### config.mk
export PLATFORM = sky130hd
export DESIGN_NAME = gf24_inv_ti_pipe
export DESIGN_NICKNAME = d
export VERILOG_FILES = /design/src/rtl/aes_ti_pkg.sv /design/src/rtl/gf24_mul_share_term.sv /design/src/rtl/gf24_inv_ti_pipe.sv
export SDC_FILE = /design/constraint.sdc
export NUM_CORES = 1
export LEC_CHECK = 0
export CAP_MARGIN = 10
export CORE_MARGIN = 4
export CORE_UTILIZATION = 40
export DETAILED_ROUTE_END_ITERATION = 7
export PLACE_DENSITY = 0.62
export REMOVE_ABC_BUFFERS = 1
export SLEW_MARGIN = 20
export SYNTH_ARGS = -nofsm -noshare
export SYNTH_HDL_FRONTEND = slang
export SYNTH_SLANG_ARGS = --single-unit
### constraint.sdc
create_clock -name CLK -period 3 [get_ports CLK]
set_input_delay 0.75 -clock CLK [delete_from_list [all_inputs] [get_ports CLK]]
set_output_delay 0.75 -clock CLK [all_outputs]
set_load 0.02 [all_outputs]
### src/rtl/aes_ti_pkg.sv
// Shared definitions for the masked AES S-box datapath.
// Contents:
//   GF24_POLY : GF(2^4) modulus x^4+x+1
//   RW_DEF    : default width of fresh randomness per accepted nibble
//   nib2_t    : 2-share nibble, [0] = share 0, [1] = share 1
//   INV_TBL   : GF(2^4) inverse table, used as a reference model by benches
//   gf16_mul / gf16_sq : polynomial-basis GF(2^4) arithmetic
package aes_ti_pkg;

  localparam logic [4:0] GF24_POLY = 5'b10011;
  localparam int         RW_DEF    = 8;

  typedef logic [1:0][3:0] nib2_t;

  // Entry [k] is k^-1, with 0 mapped to 0.
  localparam logic [15:0][3:0] INV_TBL = {
    4'h8, 4'h3, 4'h4, 4'hA, 4'h5, 4'hC, 4'h2, 4'hF,
    4'h6, 4'h7, 4'hB, 4'hD, 4'hE, 4'h9, 4'h1, 4'h0
  };

  // Shift-and-add multiply with reduction by x^4+x+1.
  function automatic logic [3:0] gf16_mul(input logic [3:0] a, input logic [3:0] b);
    logic [3:0] p;
    logic [3:0] aa;
    p  = 4'h0;
    aa = a;
    for (int i = 0; i < 4; i++) begin
      if (b[i]) p = p ^ aa;
      aa = {aa[2:0], 1'b0} ^ (aa[3] ? GF24_POLY[3:0] : 4'h0);
    end
    return p;
  endfunction

  // Squaring is linear over GF(2), so it may be applied to each share alone.
  function automatic logic [3:0] gf16_sq(input logic [3:0] a);
    return gf16_mul(a, a);
  endfunction

endpackage

### src/rtl/gf24_mul_share_term.sv
// One cross-share product term of a domain-oriented masked GF(2^4) multiply.
// Ports:
//   a_i : one share of operand a
//   b_i : one share of operand b
//   m_i : refresh mask (fresh randomness for cross-domain terms, 0 otherwise)
//   y_o : a_i * b_i ^ m_i
// Each instance sees exactly one share of each operand; shares are only
// recombined after the result has been registered by the parent.
module gf24_mul_share_term
  import aes_ti_pkg::*;
(
  input  logic [3:0] a_i,
  input  logic [3:0] b_i,
  input  logic [3:0] m_i,
  output logic [3:0] y_o
);

  assign y_o = gf16_mul(a_i, b_i) ^ m_i;

endmodule

### src/rtl/gf24_inv_ti_pipe.sv
// Pipelined 2-share masked GF(2^4) inverter, 3 register stages.
// Ports:
//   CLK, RSTn        : clock, synchronous active-low reset
//   in_vld / in_rdy  : input handshake for in0/in1/rnd
//   in0, in1         : shares of operand x (polynomial basis mod x^4+x+1)
//   rnd              : fresh randomness, sampled only on an accepted input
//   out_vld / out_rdy: output handshake for out0/out1
//   out0, out1       : shares of x^-1
//   busy             : any stage holds valid data
// x^-1 = x^14 = x^2 * x^4 * x^8. The three powers are linear, so they are
// computed share-wise; the two products are masked multiplies:
//   S1: registers a_i*b_j terms (a=x^2, b=x^4), cross terms refreshed with
//       rnd[3:0]; also carries c=x^8 shares and rnd[7:4] forward.
//   S2: recombines S1 into shares of p=a*b, registers p_i*c_j terms, cross
//       terms refreshed with the carried rnd[7:4].
//   S3: recombines S2 into the output shares.
module gf24_inv_ti_pipe
  import aes_ti_pkg::*;
#(
  parameter int RW  = RW_DEF,
  parameter int LAT = 3
) (
  input  logic          CLK,
  input  logic          RSTn,
  input  logic          in_vld,
  output logic          in_rdy,
  input  logic [3:0]    in0,
  input  logic [3:0]    in1,
  input  logic [RW-1:0] rnd,
  output logic          out_vld,
  input  logic          out_rdy,
  output logic [3:0]    out0,
  output logic [3:0]    out1,
  output logic          busy
);

  if (LAT != 3 || RW < 8) begin : g_param_chk
    $error("gf24_inv_ti_pipe: LAT must be 3 and RW at least 8");
  end

  logic v1_q, v2_q, v3_q;
  logic en1, en2, en3;

  nib2_t x_sh, a_sh, b_sh, c_sh, p_sh;
  nib2_t c_q, o_d, o_q;
  logic [3:0][3:0] t_d, t_q, u_d, u_q;
  logic [3:0] r2_q;

  // A stage may advance when it is empty or its successor advances.
  assign en3     = !v3_q | out_rdy;
  assign en2     = !v2_q | en3;
  assign en1     = !v1_q | en2;
  assign in_rdy  = en1;
  assign out_vld = v3_q;
  assign busy    = v1_q | v2_q | v3_q;
  assign out0    = o_q[0];
  assign out1    = o_q[1];

  assign x_sh = {in1, in0};

  for (genvar i = 0; i < 2; i++) begin : g_lin
    assign a_sh[i] = gf16_sq(x_sh[i]);
    assign b_sh[i] = gf16_sq(a_sh[i]);
    assign c_sh[i] = gf16_sq(b_sh[i]);
  end

  // Term index k = 2*i + j: share i of the first operand, share j of the
  // second. Domain 0 owns terms 0,1 and domain 1 owns terms 3,2.
  assign p_sh[0] = t_q[0] ^ t_q[1];
  assign p_sh[1] = t_q[3] ^ t_q[2];
  assign o_d[0]  = u_q[0] ^ u_q[1];
  assign o_d[1]  = u_q[3] ^ u_q[2];

  for (genvar i = 0; i < 2; i++) begin : g_row
    for (genvar j = 0; j < 2; j++) begin : g_col
      localparam bit CROSS = (i != j);
      gf24_mul_share_term u_s1 (
        .a_i (a_sh[i]),
        .b_i (b_sh[j]),
        .m_i (CROSS ? rnd[3:0] : 4'h0),
        .y_o (t_d[2*i+j])
      );
      gf24_mul_share_term u_s2 (
        .a_i (p_sh[i]),
        .b_i (c_q[j]),
        .m_i (CROSS ? r2_q : 4'h0),
        .y_o (u_d[2*i+j])
      );
    end
  end

  // Data registers only load when a valid item moves in, so rnd is taken
  // exclusively on accepted transfers and idle bubbles do not toggle shares.
  always_ff @(posedge CLK) begin
    if (!RSTn) begin
      v1_q <= 1'b0;
      v2_q <= 1'b0;
      v3_q <= 1'b0;
      t_q  <= '0;
      c_q  <= '0;
      r2_q <= '0;
      u_q  <= '0;
      o_q  <= '0;
    end else begin
      if (en1) v1_q <= in_vld;
      if (en1 && in_vld) begin
        t_q  <= t_d;
        c_q  <= c_sh;
        r2_q <= rnd[7:4];
      end
      if (en2) v2_q <= v1_q;
      if (en2 && v1_q) u_q <= u_d;
      if (en3) v3_q <= v2_q;
      if (en3 && v2_q) o_q <= o_d;
    end
  end

endmodule
Yosys cells after proc, flatten, opt, wreduce, memory -nomap -nowiden --
Cells that the tools add are included. Widths: inputs -> output; s select.
Word-level totals: output and inout bits 11, register bits 55, input port bits 20, word-level logic and storage cells 181
Cells by class: multiplexer cells 80, bitwise gates (word level) 79, reduce and logical (&&, ||, !) cells 6
Operators with widths (number):
- $xor 4x4->4 | 61
- $mux 4 | 56
- $xor 4x2->4 | 13
- $mux 2 | 24
- $or 1x1->1 | 5
- $logic_and 1x1->1 | 3
- $logic_not 1->1 | 3

Depth between registers and ports, before layout --
Gate-level depths: netlist (run 1).
word-level depth 24, depth in mapped cells 12

Modules after synthesis --
From an unflattened synthesis (run 1), not the netlist that was laid out.
Second synthesis, totals: cells, all modules 652, area, all modules 5089.9 µm²
By module, submodules not included:
- gf24_inv_ti_pipe | sequential area each 1101.1 µm², cells an instance 332, instances 1, area an instance 2757.6 µm²
- gf24_mul_share_term | sequential area each 0.0 µm², cells an instance 40, instances 8, area an instance 291.5 µm²

Worst setup path after synthesis (run 1) --
OpenSTA, ideal clock, no wires.
path kind input-to-reg, from in in1[0], to reg c_q[4] (netlist bit), data required time 2.930 ns, setup time 0.070 ns, arrival time 3.020 ns, cell stages on the path 12, path buffers 1, slack -0.090 ns, path through ha_1 > buf_2 > xnor2_1 > o31a_1 > a31oi_1 > nor2_1 > ha_1 > or3_1 > nand3_1 > a21oi_1 > nand3b_1 > a21oi_1
On the way: cells in the longest elaborated chain, start to end 22
RTL lines:
- start: declaration | RTL line gf24_inv_ti_pipe.sv:28 | input logic [3:0] in1,
- $mux 4 | RTL line aes_ti_pkg.sv:28 | if (b[i]) p = p ^ aa;
- $xor 4x4->4 | RTL line aes_ti_pkg.sv:28
- $mux 4 | RTL line aes_ti_pkg.sv:28
- $xor 4x4->4 | RTL line aes_ti_pkg.sv:28
- $mux 4 | RTL line aes_ti_pkg.sv:28
- $xor 4x4->4 | RTL line aes_ti_pkg.sv:28
- $mux 4 * | RTL line aes_ti_pkg.sv:28
- $mux 2 (tied with other cells) | RTL line aes_ti_pkg.sv:29 | aa = {aa[2:0], 1'b0} ^ (aa[3] ? GF24_POLY[3:0] : 4'h0);
- (+6 left out)
- $mux 4 * | RTL line aes_ti_pkg.sv:28
- $mux 4 or $xor 4x2->4 (tied branches) | RTL line aes_ti_pkg.sv:28, aes_ti_pkg.sv:29
- $xor 4x4->4 | RTL line aes_ti_pkg.sv:28
- $mux 4 | RTL line aes_ti_pkg.sv:28
- $xor 4x4->4 | RTL line aes_ti_pkg.sv:28
- $mux 4 | RTL line aes_ti_pkg.sv:28
- $xor 4x4->4 | RTL line aes_ti_pkg.sv:28
- $mux 4 * | RTL line aes_ti_pkg.sv:28
- end signal: assignment | RTL line gf24_inv_ti_pipe.sv:108 | c_q <= c_sh;
- end: declaration | RTL line gf24_inv_ti_pipe.sv:45 | nib2_t c_q, o_d, o_q;
Every way passes the cells marked *; elsewhere a longest branch is shown, timed or not. A chain may end at the register's enable or synchronous reset.

Final worst setup path (run 1) --
Same ends and word-level chain as after synthesis.

==> results list, run 1 <==
- The run finished with clean final reports.
- By startpoint and endpoint, the worst setup path is classified as in2reg.
- Of the synthesized area, sequential elements account for 0.225.
* Number of max-cap violations: 0
- In this run the cell area of the synthesized design comes to 0.00490 mm².
- Most frequently used cell type in the post-synthesis netlist: sky130_fd_sc_hd__nand2_1
* Port Buffer Count: 30
* Max-slew violation total from the final report: 0
- The tree is rooted in a sky130_fd_sc_hd__clkbuf_16.
- For this run, the leading register cell type out of synthesis is sky130_fd_sc_hd__dfxtp_1.
* Largest net degree at the start of global routing: 32
- Final core utilization: 0.518
- The via count of the first global-routing pass is 4661.
- Worst hold path stage count: 2
- In the final routed layout, each cell accounts on average for 14.5 µm.
* CTS buffer count: 5
- Summed over all cells, the static leakage comes to 2.38 nW.
- In the global route stage, overall resource usage came out at 0.183.
- The worst register-to-register path ends at u_q[5].
- Worst clock skew: 0.00743 ns
- The finished layout holds 911 standard cells, fillers aside.
* Total number of placement rows: 40
- DRT iter0 DRCs: 301
- For the worst flop-to-flop path, the logic depth is 8.
- The number of hold buffers added after CTS was 0.
* Average cell area after synthesis: 7.17 µm²
- Number of placed I/O pins: 31
* Hold violation count in the final report: 0
- After synthesis the netlist holds a flip-flop and latch count of 55.
* Yosys warning total: 0
* Max Root-Sink Buffers: 2
- Worst-Skew Late Latency: 0.29 ns
- Ratio of cells with drive above 1 in the final layout: 0.178
- At the pin with the least slew margin, the transition time is 0.661 ns.
* Count of distinct cell types in the synthesized netlist: 59
* Synthesis-to-layout area growth: 27.0%
* Worst IR drop on VDD: 0.257 mV
- Along the worst path, the maximum fanout reaches 3.
- Dpl cells: 902
- Prior to clock tree synthesis, the placed netlist has a worst setup slack of -0.523 ns.
- Number of nets with antenna violations after detailed routing: 0
* Min cycle time layout: 2.87 ns
* Critical path data required time: 3.23 ns
- Setup violations remaining at the end of the flow were counted as 0.
- Post-synth EDFFs: 0
* Arrival @ worst endpoint: 3.10 ns
- Sorting the synthesized cells by area gives the leading types as sky130_fd_sc_hd__dfxtp_1, sky130_fd_sc_hd__xnor2_1, sky130_fd_sc_hd__nand2_1, sky130_fd_sc_hd__xor2_1, sky130_fd_sc_hd__nor2_1.
- Vias after detailed routing: 4908
* Initial antenna violation count: 0
- The core region is 0.0120 mm².
* Setup crit start: in1[0]
* Die extent in x: 119 µm
* Total DRC errors in the routed layout: 0
* Average vias per placed instance: 5.39
- Clock Sink Count: 55
* Number of standard cells after synthesis: 683
- Setup slack of the worst register-to-register path: 0.77 ns
- The die covers 0.0141 mm².
* Number of nets in the layout: 788
- Slew headroom: 0.558
* Fraction of post-synthesis cell area in the top cell type by area: 0.225
- Period Utilization, post-route: 0.958
* Final-layout setup total negative slack: 0 ns
- The critical path ends at c_q[4].
- The H-tree was split into 2 levels.
- Kind of start point of the critical path: input pin
- Detailed placement ended at an HPWL of 10000 µm.
* Clock input transition at the sequential cells of the worst setup and hold paths: 0.07 ns
- The biggest area contributor in the post-synthesis netlist is sky130_fd_sc_hd__dfxtp_1.
- The pre-antenna-repair detailed-routing pass consisted of 5 iterations.
- The repair_antennas step left the layout with diodes totalling 0.
- Most instantiated cells after synthesis: sky130_fd_sc_hd__nand2_1, sky130_fd_sc_hd__nor2_1, sky130_fd_sc_hd__xnor2_1
- Of all flip-flops after synthesis, the portion carrying an async set or reset was 0.
- Effective utilization at floorplan: 0.408
- Crit end category: register
- Worst setup margin: 0.125 ns
- After layout, the design draws a total of 2.93 mW.
- Timing would allow up to 348 MHz.
- The worst hold path belongs to the class reg2reg.
- Overflow left after global routing: 0
- From bottom edge to top edge, the die measures 119 µm.
* CTS tree: yes
- Routability-driven placement finished with a final weighted congestion of 0.905.
* Power density over the cells: 470 mW/mm²
- Fill cell count: 1177
- In this run the critical register-to-register path is launched from t_q[2].
- Detailed-route wire length: 13200 µm
* First-pass GRT wire length: 22200 µm
-- stage by stage --
stage	instance area [µm²]	hold slack [ns]
global route	6220	0.485
global placement	5910	0.454
detailed placement	5910	0.461
CTS	6100	0.468
finish	6220	0.469
floorplan	4690	0.443
-- flip-flops by register name, summed over array words and instances, names as in the netlist --
name and count:
c_q 8, v1_q 1, u_q 16, out1 4, out0 4, r2_q 4
v2_q 1, t_q 16, out_vld 1
-- worst max-delay path, stage by stage --
cell	delay [ns]
sky130_fd_sc_hd__dlygate4sd2_1	0.28
sky130_fd_sc_hd__ha_2	0.20
sky130_fd_sc_hd__xnor2_1	0.16
sky130_fd_sc_hd__o31a_1	0.31
sky130_fd_sc_hd__a31oi_2	0.18
sky130_fd_sc_hd__nor2_2	0.06
sky130_fd_sc_hd__ha_1	0.30
sky130_fd_sc_hd__or3_1	0.39
sky130_fd_sc_hd__nand3_2	0.09
sky130_fd_sc_hd__a21oi_1	0.06
sky130_fd_sc_hd__nand3b_1	0.16
sky130_fd_sc_hd__a21oi_1	0.15
-- kinds of logic after synthesis --
logic type,count (synthesis),share of synthesized area
buffers and inverters,66,0.0529
multiplexers,14,0.0299
adder cells (fa/ha/maj),4,0.0102
flip-flops,55,0.225
AO/OA/AOI/OAI,170,0.226
XOR/XNOR,116,0.221
AND/OR/NAND/NOR,258,0.235
-- worst min path at each step --
stage | from | endpoint | slack [ns]
floorplan | t_q[11] | t_q[11] | 0.44
CTS | u_q[7] | u_q[7] | 0.47
global placement | u_q[6] | u_q[6] | 0.45
detailed placement | u_q[7] | u_q[7] | 0.46
finish | u_q[4] | u_q[4] | 0.47
global route | u_q[11] | u_q[11] | 0.49
-- power by group --
group	switching (mW)	total (mW)	internal (mW)	leakage [nW]
registers	0.0765	0.878	0.802	0.453
clock network	0.246	0.636	0.390	0.0769
logic	0.731	1.41	0.682	1.85
total	1.05	2.93	1.87	2.38
-- area by class of cell --
| type | count | area (µm²) | area share |
|---|---|---|---|
| Tap cell | 147 | 184 | 0.0295 |
| Clock buffer | 6 | 129 | 0.0207 |
| Clock inverter | 1 | 30.0 | 0.00482 |
| Inverter | 13 | 48.8 | 0.00784 |
| Sequential cell | 55 | 1100 | 0.177 |
| Multi-Input combinational cell | 562 | 3680 | 0.592 |
| Timing Repair Buffer | 127 | 1050 | 0.168 |
-- layout by cell type, fill, tap and decap left out, types with 4 or more instances in the layout --
cell type | synthesis | layout
sky130_fd_sc_hd__nand2b_1 | 15 | 14
sky130_fd_sc_hd__dfxtp_1 | 55 | 55
sky130_fd_sc_hd__xnor2_1 | 70 | 69
sky130_fd_sc_hd__a21oi_1 | 39 | 39
sky130_fd_sc_hd__nor3_1 | 13 | 13
sky130_fd_sc_hd__o211ai_1 | 11 | 11
sky130_fd_sc_hd__nor2b_1 | 8 | 8
sky130_fd_sc_hd__inv_1 | 12 | 12
sky130_fd_sc_hd__nand2_1 | 104 | 104
sky130_fd_sc_hd__nand3_1 | 21 | 20
sky130_fd_sc_hd__xor2_1 | 41 | 39
sky130_fd_sc_hd__clkdlybuf4s50_1 | 0 | 26
sky130_fd_sc_hd__o21ai_0 | 41 | 38
sky130_fd_sc_hd__buf_4 | 0 | 94
sky130_fd_sc_hd__nor2_1 | 71 | 68
sky130_fd_sc_hd__clkbuf_16 | 0 | 5
sky130_fd_sc_hd__or3_1 | 4 | 4
sky130_fd_sc_hd__mux2i_1 | 9 | 5
sky130_fd_sc_hd__a211oi_1 | 26 | 25
sky130_fd_sc_hd__mux2_2 | 5 | 5
sky130_fd_sc_hd__xnor3_1 | 5 | 5
sky130_fd_sc_hd__o22ai_1 | 5 | 5
-- layer usage --
layer	share of wire	GRT usage	up-vias
li1	-	-	2516
met1	0.45	0.234	2258
met2	0.51	0.334	116
met5	0	0	-
met4	0.014	0.0362	0
met3	0.033	0.0182	18
-- timing repair --
| action | 4_1_cts | 5_1_grt |
|---|---|---|
| buffers inserted | 0 | 2 |
| endpoints found under the setup margin | 11 | 9 |
| gates resized for setup | 11 | 30 |
| pin swaps | 0 | 4 |
| cloned | 0 | 0 |
Power figures use the tool's default switching activity.
==> run 2, diff against run 1 <==
--- a/config.mk
+++ b/config.mk
@@ -8,6 +8,7 @@
 export CAP_MARGIN = 10
 export CORE_MARGIN = 4
 export CORE_UTILIZATION = 40
+export CTS_CLUSTER_DIAMETER = 40
 export DETAILED_ROUTE_END_ITERATION = 7
 export PLACE_DENSITY = 0.62
 export REMOVE_ABC_BUFFERS = 1
@@ -15,3 +16,4 @@
 export SYNTH_ARGS = -nofsm -noshare
 export SYNTH_HDL_FRONTEND = slang
 export SYNTH_SLANG_ARGS = --single-unit
+export TNS_END_PERCENT = 10
==> run 2 against run 1 <==
  * Sequential power about the same
  * Total power about the same
  * Setup slack worse by 0.025 ns
  * Highest routed layer unchanged
==> results list, run 2 (synthesis gave the netlist of run 1 again) <==
- Status: completed
- First-pass GRT wire length: 22200 µm (unchanged)
- The clock sink count is 55 (unchanged).
- CTS root buf: sky130_fd_sc_hd__clkbuf_16
* Arrival @ worst endpoint: 3.13 ns (+0.03 ns)
- Initial antenna violation count: 0 (unchanged)
* Max Clock Freq: 345 MHz (-0.85%)
* Most prevalent standard cell on the critical path: sky130_fd_sc_hd__a21oi_1
* Port Buffer Count: 30 (unchanged)
- Sequential share of power: 0.300 (about the same)
- Combinational cell fraction of total power: 0.482 (about the same)
- The count of final setup violators is 0 (unchanged).
- Internal: 1.87 mW (about the same)
- Final-layout setup total negative slack: 0 ns (unchanged)
- Leaving out fill and tap cells, the most frequent cells in the layout are sky130_fd_sc_hd__nand2_1, sky130_fd_sc_hd__buf_4, sky130_fd_sc_hd__xnor2_1.
- The number of pins with negative max-slew slack in the final report was 0 (unchanged).
- The number of antenna-violating nets in the routed design was 0 (unchanged).
- CTS buffer count: 5 (unchanged)
- The share of cells above drive strength 1 is 0.175 (-0.00262).
* Crit Path Category: in2reg
- Global placement routability congestion: 0.905 (unchanged)
* Largest regs: t_q (16), u_q (16), c_q (8)
- The slew at the pin closest to its max-slew limit is 0.661 ns (+0.000392 ns).
- Kind of start point of the critical path: input pin
* Count of antenna diodes in the layout: 0 (unchanged)
* CTS tree: yes
- Number of nets in the layout: 788 (unchanged)
- The number of optimization iterations in the first detailed-route pass is 5 (unchanged).
- Total DRC errors in the routed layout: 0 (unchanged)
- DRT iter0 DRCs: 294 (-2.3%)
* Fill cell count: 1177 (unchanged)
* Clock input transition at the sequential cells of the worst setup and hold paths: 0.07 ns (about the same)
* Critical path data required time: 3.23 ns (about the same)
* Hpwl dp: 10000 µm (unchanged)
* Worst setup margin: 0.101 ns (-0.0247 ns)
- The count of endpoints failing hold in the final timing report is 0 (unchanged).
- The pin count of the biggest net entering global routing is 32 (unchanged).
* Effective utilization at floorplan: 0.408 (unchanged)
* Overall power consumption: 2.93 mW (about the same)
- WP buf/inv: 1 (unchanged)
- The worst slack at placement was -0.523 ns (unchanged).
- Slowest CP cell: sky130_fd_sc_hd__or3_1
* Worst clock skew: 0.00738 ns (-0.0000483 ns)
- Sw frac: 0.361 (+0.000787)
- The signal on the critical path passes through dlygate4sd2_1 > ha_2 > xnor2_1 > o31a_1 > a31oi_2 > nor2_2 > ha_1 > or3_1 > nand3_1 > a21oi_1 > nand3b_1 > a21oi_1.
- The delay of the slowest critical-path stage is 0.37 ns (-0.02 ns).
- CTS H-tree lvls: 2 (unchanged)
- Number of max-cap violations: 0 (unchanged)
- Floorplan die area: 0.0141 mm² (unchanged)
* Worst IR drop on VDD: 0.259 mV (+0.73%)
- The remaining global-route overflow is 0 (unchanged).
- Global-route usage over all layers: 0.183 (unchanged)
* Vias after detailed routing: 4889 (-0.39%)
- The width of the chip is 119 µm (unchanged).
* Slew headroom: 0.558 (about the same)
* Min cycle time layout: 2.90 ns (+0.0247 ns)
- Vert. Die Dim: 119 µm (unchanged)
- Sw Pwr: 1.06 mW (+0.29%)
- The number of placed I/O pins was 31 (unchanged).
- The synthesis-to-layout area growth was 26.9% (about the same).
- Setup repair after global routing could not meet its margin everywhere.
- Leaving out fill and tap cells, the most frequent cell in the layout is sky130_fd_sc_hd__nand2_1.
- Leakage: 2.37 nW (about the same)
- Top delay family on crit path: compound AO/OA/AOI/OAI gates
* Proportion of power drawn by the clock network: 0.218 (about the same)
- Core Footprint: 0.0120 mm² (unchanged)
* Power density over the cells: 471 mW/mm² (+0.15%)
- The via density per instance is 5.37 (-0.39%).
- Largest fanout on the critical path: 4 (+1)
* Number of global-route vias before repair: 4661 (unchanged)
- STA classifies the critical path endpoint as a register.
- Worst-Skew Late Latency: 0.29 ns (about the same)
* Min-delay worst type: reg2reg
* Detailed-route wire length: 13200 µm (+0.35%)
- Total number of placement rows: 40 (unchanged)
- The number of buffers between clock root and the deepest sink was 2 (unchanged).
- The post-detailed-route wirelength per cell was 14.5 µm (+0.35%).
* Hold_ws: 0.469 ns (-0.00000300 ns)
- The period utilization is 0.966 (+0.00824).
- Hold bufs inserted after CTS: 0 (unchanged)
-- run 2: cell count changes in the layout (fill, tap and decap cells not counted), sizes merged --
| cell | delta |
|---|---|
| dlygate4sd2 | +1 |
| clkbuf | -1 |
-- run 2: per-layer routing --
metal	global-route usage	vias up	wire, µm
li1	-	2514	-
met1	0.234	2252	5980
met2	0.334	103	6680
met3	0.0182	20	370
met4	0.0362	0	187
met5	0	-	0
-- run 2: power by group through the flow --
stage                     combinational [mW]  sequential, mW  clock [mW]
after floorplan                        0.888           0.880           0
after global placement                  1.32           0.892           0
after detailed placement                1.35           0.895           0
after CTS                               1.37           0.878       0.651
after global routing                    1.55           0.889       0.681
final                                   1.41           0.878       0.638
-- run 2: layout make-up --
class,instances,area (µm²),area share
Clock buffer,6,129,0.0207
Clock inverter,1,30.0,0.00483
Inverter,13,48.8,0.00785
Multi-Input combinational cell,562,3680,0.592
Sequential cell,55,1100,0.177
Tap cell,147,184,0.0296
Timing Repair Buffer,127,1050,0.168
-- run 2: tightest hold or removal path, cell delays in order, from the launching register on --
cell and delay, ns:
sky130_fd_sc_hd__dfxtp_1 0.32, sky130_fd_sc_hd__nand2_1 0.06, sky130_fd_sc_hd__a21oi_1 0.05
-- run 2: final timing paths --
check / start / cells past startpoint / slack [ns] / to
max: in1[3] / 12 / 0.10 / c_q[4]
min: u_q[4] / 2 / 0.47 / u_q[4]
max reg2reg: t_q[2] / 8 / 0.77 / u_q[5]
min reg2reg: u_q[4] / 2 / 0.47 / u_q[4]
-- run 2: per-stage QoR --
step	instance area, µm²	std cells	util
after detailed placement	5910	902	0.492
final	6220	911	0.518
after floorplan	4690	630	-
after CTS	6100	909	0.508
after global placement	5910	902	0.492
after global routing	6220	911	0.518
-- run 2: what timing repair did --
item,4_1_cts,5_1_grt
setup endpoints to repair,11,9
resized for setup,11,26
pin swaps,0,3
setup buffers,0,2
==> run 3, diff against run 2 <==
--- a/config.mk
+++ b/config.mk
@@ -7,10 +7,10 @@
 export LEC_CHECK = 0
 export CAP_MARGIN = 10
 export CORE_MARGIN = 4
-export CORE_UTILIZATION = 40
+export CORE_UTILIZATION = 49
 export CTS_CLUSTER_DIAMETER = 40
 export DETAILED_ROUTE_END_ITERATION = 7
-export PLACE_DENSITY = 0.62
+export PLACE_DENSITY = 0.73
 export REMOVE_ABC_BUFFERS = 1
 export SLEW_MARGIN = 20
 export SYNTH_ARGS = -nofsm -noshare
==> run 3 against run 2 <==
  * First-iteration DRC count increased by 2.7%
  * Clock-buffer cell count did not move
  * Die area shrank 17%
  * Final area is 2.7% lower
  * Global-route usage grew 4.1 points
  * Sequential power about the same
  * Clock power decreased by 21%
  * Worst hold slack better by 0.0040 ns
  * Largest power group unchanged
==> results list, run 3 (synthesis gave the netlist of run 1 again) <==
* Slew headroom: 0.659 (+0.101)
- The period utilization is 0.983 (+0.0169).
- The share of cells above drive strength 1 was 0.162 (-0.0138).
- Most frequent cells in the layout: sky130_fd_sc_hd__nand2_1, sky130_fd_sc_hd__buf_4, sky130_fd_sc_hd__nor2_1
- The critical path goes through clkdlybuf4s50_1 > ha_4 > xor2_1 > mux2i_1 > xor2_1 > or3_1 > and3_1 > or4_1 > nand3_1.
* Synthesis-to-layout area growth: 23.5%
* Hold violation count in the final report: 0 (unchanged)
* RSZ-0062 raised after global routing: true
- The fmax is 339 MHz (-1.7%).
- The clock transition at the registers of the reported paths came to 0.10 ns (+0.03 ns).
- Global-route usage over all layers: 0.224 (+0.0409)
- The number of max-cap violations came to 0 (unchanged).
* WP buf/inv: 1 (unchanged)
- Setup crit start: in0[3]
- Floorplan die area: 0.0117 mm² (-17%)
- The required time of the worst setup path came to 3.26 ns (+0.03 ns).
- Number of global-route vias before repair: 4717 (+1.2%)
* WL per Instance: 14.5 µm (-0.37%)
- Overall power consumption: 2.75 mW (-6.1%)
- Setup slack of the worst register-to-register path: 1.07 ns (+0.30 ns)
- Total number of placement rows: 36 (-10%)
- Final std cell area, no fill: 0.00605 mm² (-2.7%)
- Hold bufs inserted after CTS: 0 (unchanged)
* Power density over the cells: 454 mW/mm² (-3.5%)
- The number of filler cells placed in the layout was 906 (-23%).
* Port Buffer Count: 30 (unchanged)
- Min cycle time layout: 2.95 ns (+0.0507 ns)
* Leakage: 2.33 nW (-2.1%)
- The arrival time at the worst endpoint came to 3.21 ns (+0.08 ns).
- Crit end category: register
- Min-delay worst type: reg2reg
- TritonCTS built the clock tree.
* Core Footprint: 0.00977 mm² (-19%)
- The largest clock skew in the final design was 0.00706 ns (-0.000323 ns).
* Clock Sink Count: 55 (unchanged)
- The count of final setup violators came to 0 (unchanged).
- Count of cells along the worst register-to-register path: 7 (-1)
- CTS buffer count: 5 (unchanged)
* Worst-Skew Late Latency: 0.31 ns (+0.02 ns)
- Top delay family on crit path: simple AND/OR/NAND/NOR gates
* CTS H-tree lvls: 2 (unchanged)
- The cell area after placement is 0.00585 mm² (-0.89%).
- The final sum of negative setup slack was 0 ns (unchanged).
- The number of remaining DRC errors came to 0 (unchanged).
* First-pass GRT wire length: 21600 µm (-2.7%)
* Largest fanout on the critical path: 14 (+10)
* Status: completed
* Startpoint of the most critical hold path: u_q[6]
* R2R Path Start: t_q[7]
- Initial antenna violation count: 0 (unchanged)
- Least-Margin Pin Slew: 0.511 ns (-0.150 ns)
- Max Root-Sink Buffers: 2 (unchanged)
- The number of placed I/O pins came to 31 (unchanged).
- Clock tree synthesis selected as its root buffer the cell sky130_fd_sc_hd__clkbuf_8.
* Largest regs: t_q (16), u_q (16), c_q (8)
* Overflow left after global routing: 0 (unchanged)
* Vert. Die Dim: 108 µm (-9.0%)
- Worst IR drop on VDD: 0.353 mV (+36%)
- Effective utilization at floorplan: 0.501 (+0.0934)
- The number of optimization iterations in the first detailed-route pass is 5 (unchanged).
- The count of antenna diodes in the layout is 0 (unchanged).
- Final core utilization: 0.619 (+0.101)
* Worst Hold Path EP: u_q[6]
* Slowest CP cell: sky130_fd_sc_hd__clkdlybuf4s50_1
* Detailed-route wire length: 12900 µm (-2.2%)
- The worst setup path is launched from an input pin.
- The number of DRC markers in iteration 0 is 302 (+2.7%).
* Vias after detailed routing: 4918 (+0.59%)
- Largest net degree at the start of global routing: 33 (+3.1%)
- Number of nets with antenna violations after detailed routing: 0 (unchanged)
* Crit Path Category: in2reg
- The last weighted congestion value of the routability-driven placer was 0.953 (+5.3%).
- Dpl cells: 885 (-1.9%)
- Number of nets in the layout: 784 (-0.51%)
* Worst hold path stage count: 2 (unchanged)
- The library cell used most frequently in the layout, excluding fill and tap cells, is sky130_fd_sc_hd__nand2_1.
- The number of pins with negative max-slew slack in the final report was 0 (unchanged).
- The number of non-filler instances in the completed layout is 894 (-1.9%).
- Crit-path max cell delay: 0.47 ns (+0.10 ns)
* Hpwl dp: 9800 µm (-2.0%)
- The via density per instance is 5.50 (+2.5%).
* Most prevalent standard cell on the critical path: sky130_fd_sc_hd__xor2_1
- The endpoint identified for the worst register-to-register timing path is u_q[1].
- Die extent in x: 108 µm (-9.0%)
==> run 3: cell count changes in the layout (fill, tap and decap cells not counted), sizes merged <==
cell | before | now
buf | 97 | 93
dlymetal6s2s | 2 | 1
clkinv | 1 | 2
clkdlybuf4s50 | 26 | 27
==> run 3: cell type report <==
class	instances	area [µm²]	share of cell area
flip-flops and latches	55	1100	0.182
repair buffers	123	1010	0.166
clock buffers	6	82.6	0.0136
multi-input cells	562	3610	0.597
clock inverters	2	35.0	0.00579
inverters	13	48.8	0.00806
well taps	133	166	0.0275
==> run 3: per-layer routing <==
metal,GRT usage,part of all wire,vias up
met5,0,0,-
met4,0.0586,0.017,0
met3,0.0281,0.047,22
met2,0.403,0.49,145
met1,0.283,0.44,2242
li1,-,-,2509
==> run 3: what timing repair did <==
action / 4_1_cts / 5_1_grt
pin swaps: 0 / 0
gates resized for setup: 11 / 9
buffers inserted: 1 / 0
hold endpoints to repair: 0 / 0
setup endpoints to repair: 12 / 11
==> run 3: how the worst max path moves through the flow <==
stage               slack (ns)       to  depth (start not counted)
floorplan                -0.13   c_q[4]                         11
global placement         -0.60  t_q[11]                         10
detailed placement       -0.70  t_q[11]                         10
CTS                      0.003   t_q[7]                          9
global route             -0.09   t_q[7]                         10
finish                    0.05   t_q[7]                          9
==> run 3: tightest hold or removal path, stage by stage, from the launching register on <==
cell and delay, ns:
sky130_fd_sc_hd__dfxtp_1 0.33, sky130_fd_sc_hd__nand2_1 0.05, sky130_fd_sc_hd__a21oi_1 0.05
==> run 3: through the flow <==
step	hold WS [ns]	setup WS, ns
after global placement	0.453	-0.600
after global routing	0.496	-0.0918
final	0.473	0.0501
after detailed placement	0.460	-0.699
after CTS	0.474	0.00337
after floorplan	0.443	-0.126
==> run 3: power breakdown <==
group          leakage (nW)  internal, mW  switching [mW]
logic                  1.81         0.659           0.708
clock network        0.0612         0.270           0.234
registers             0.453         0.801          0.0784
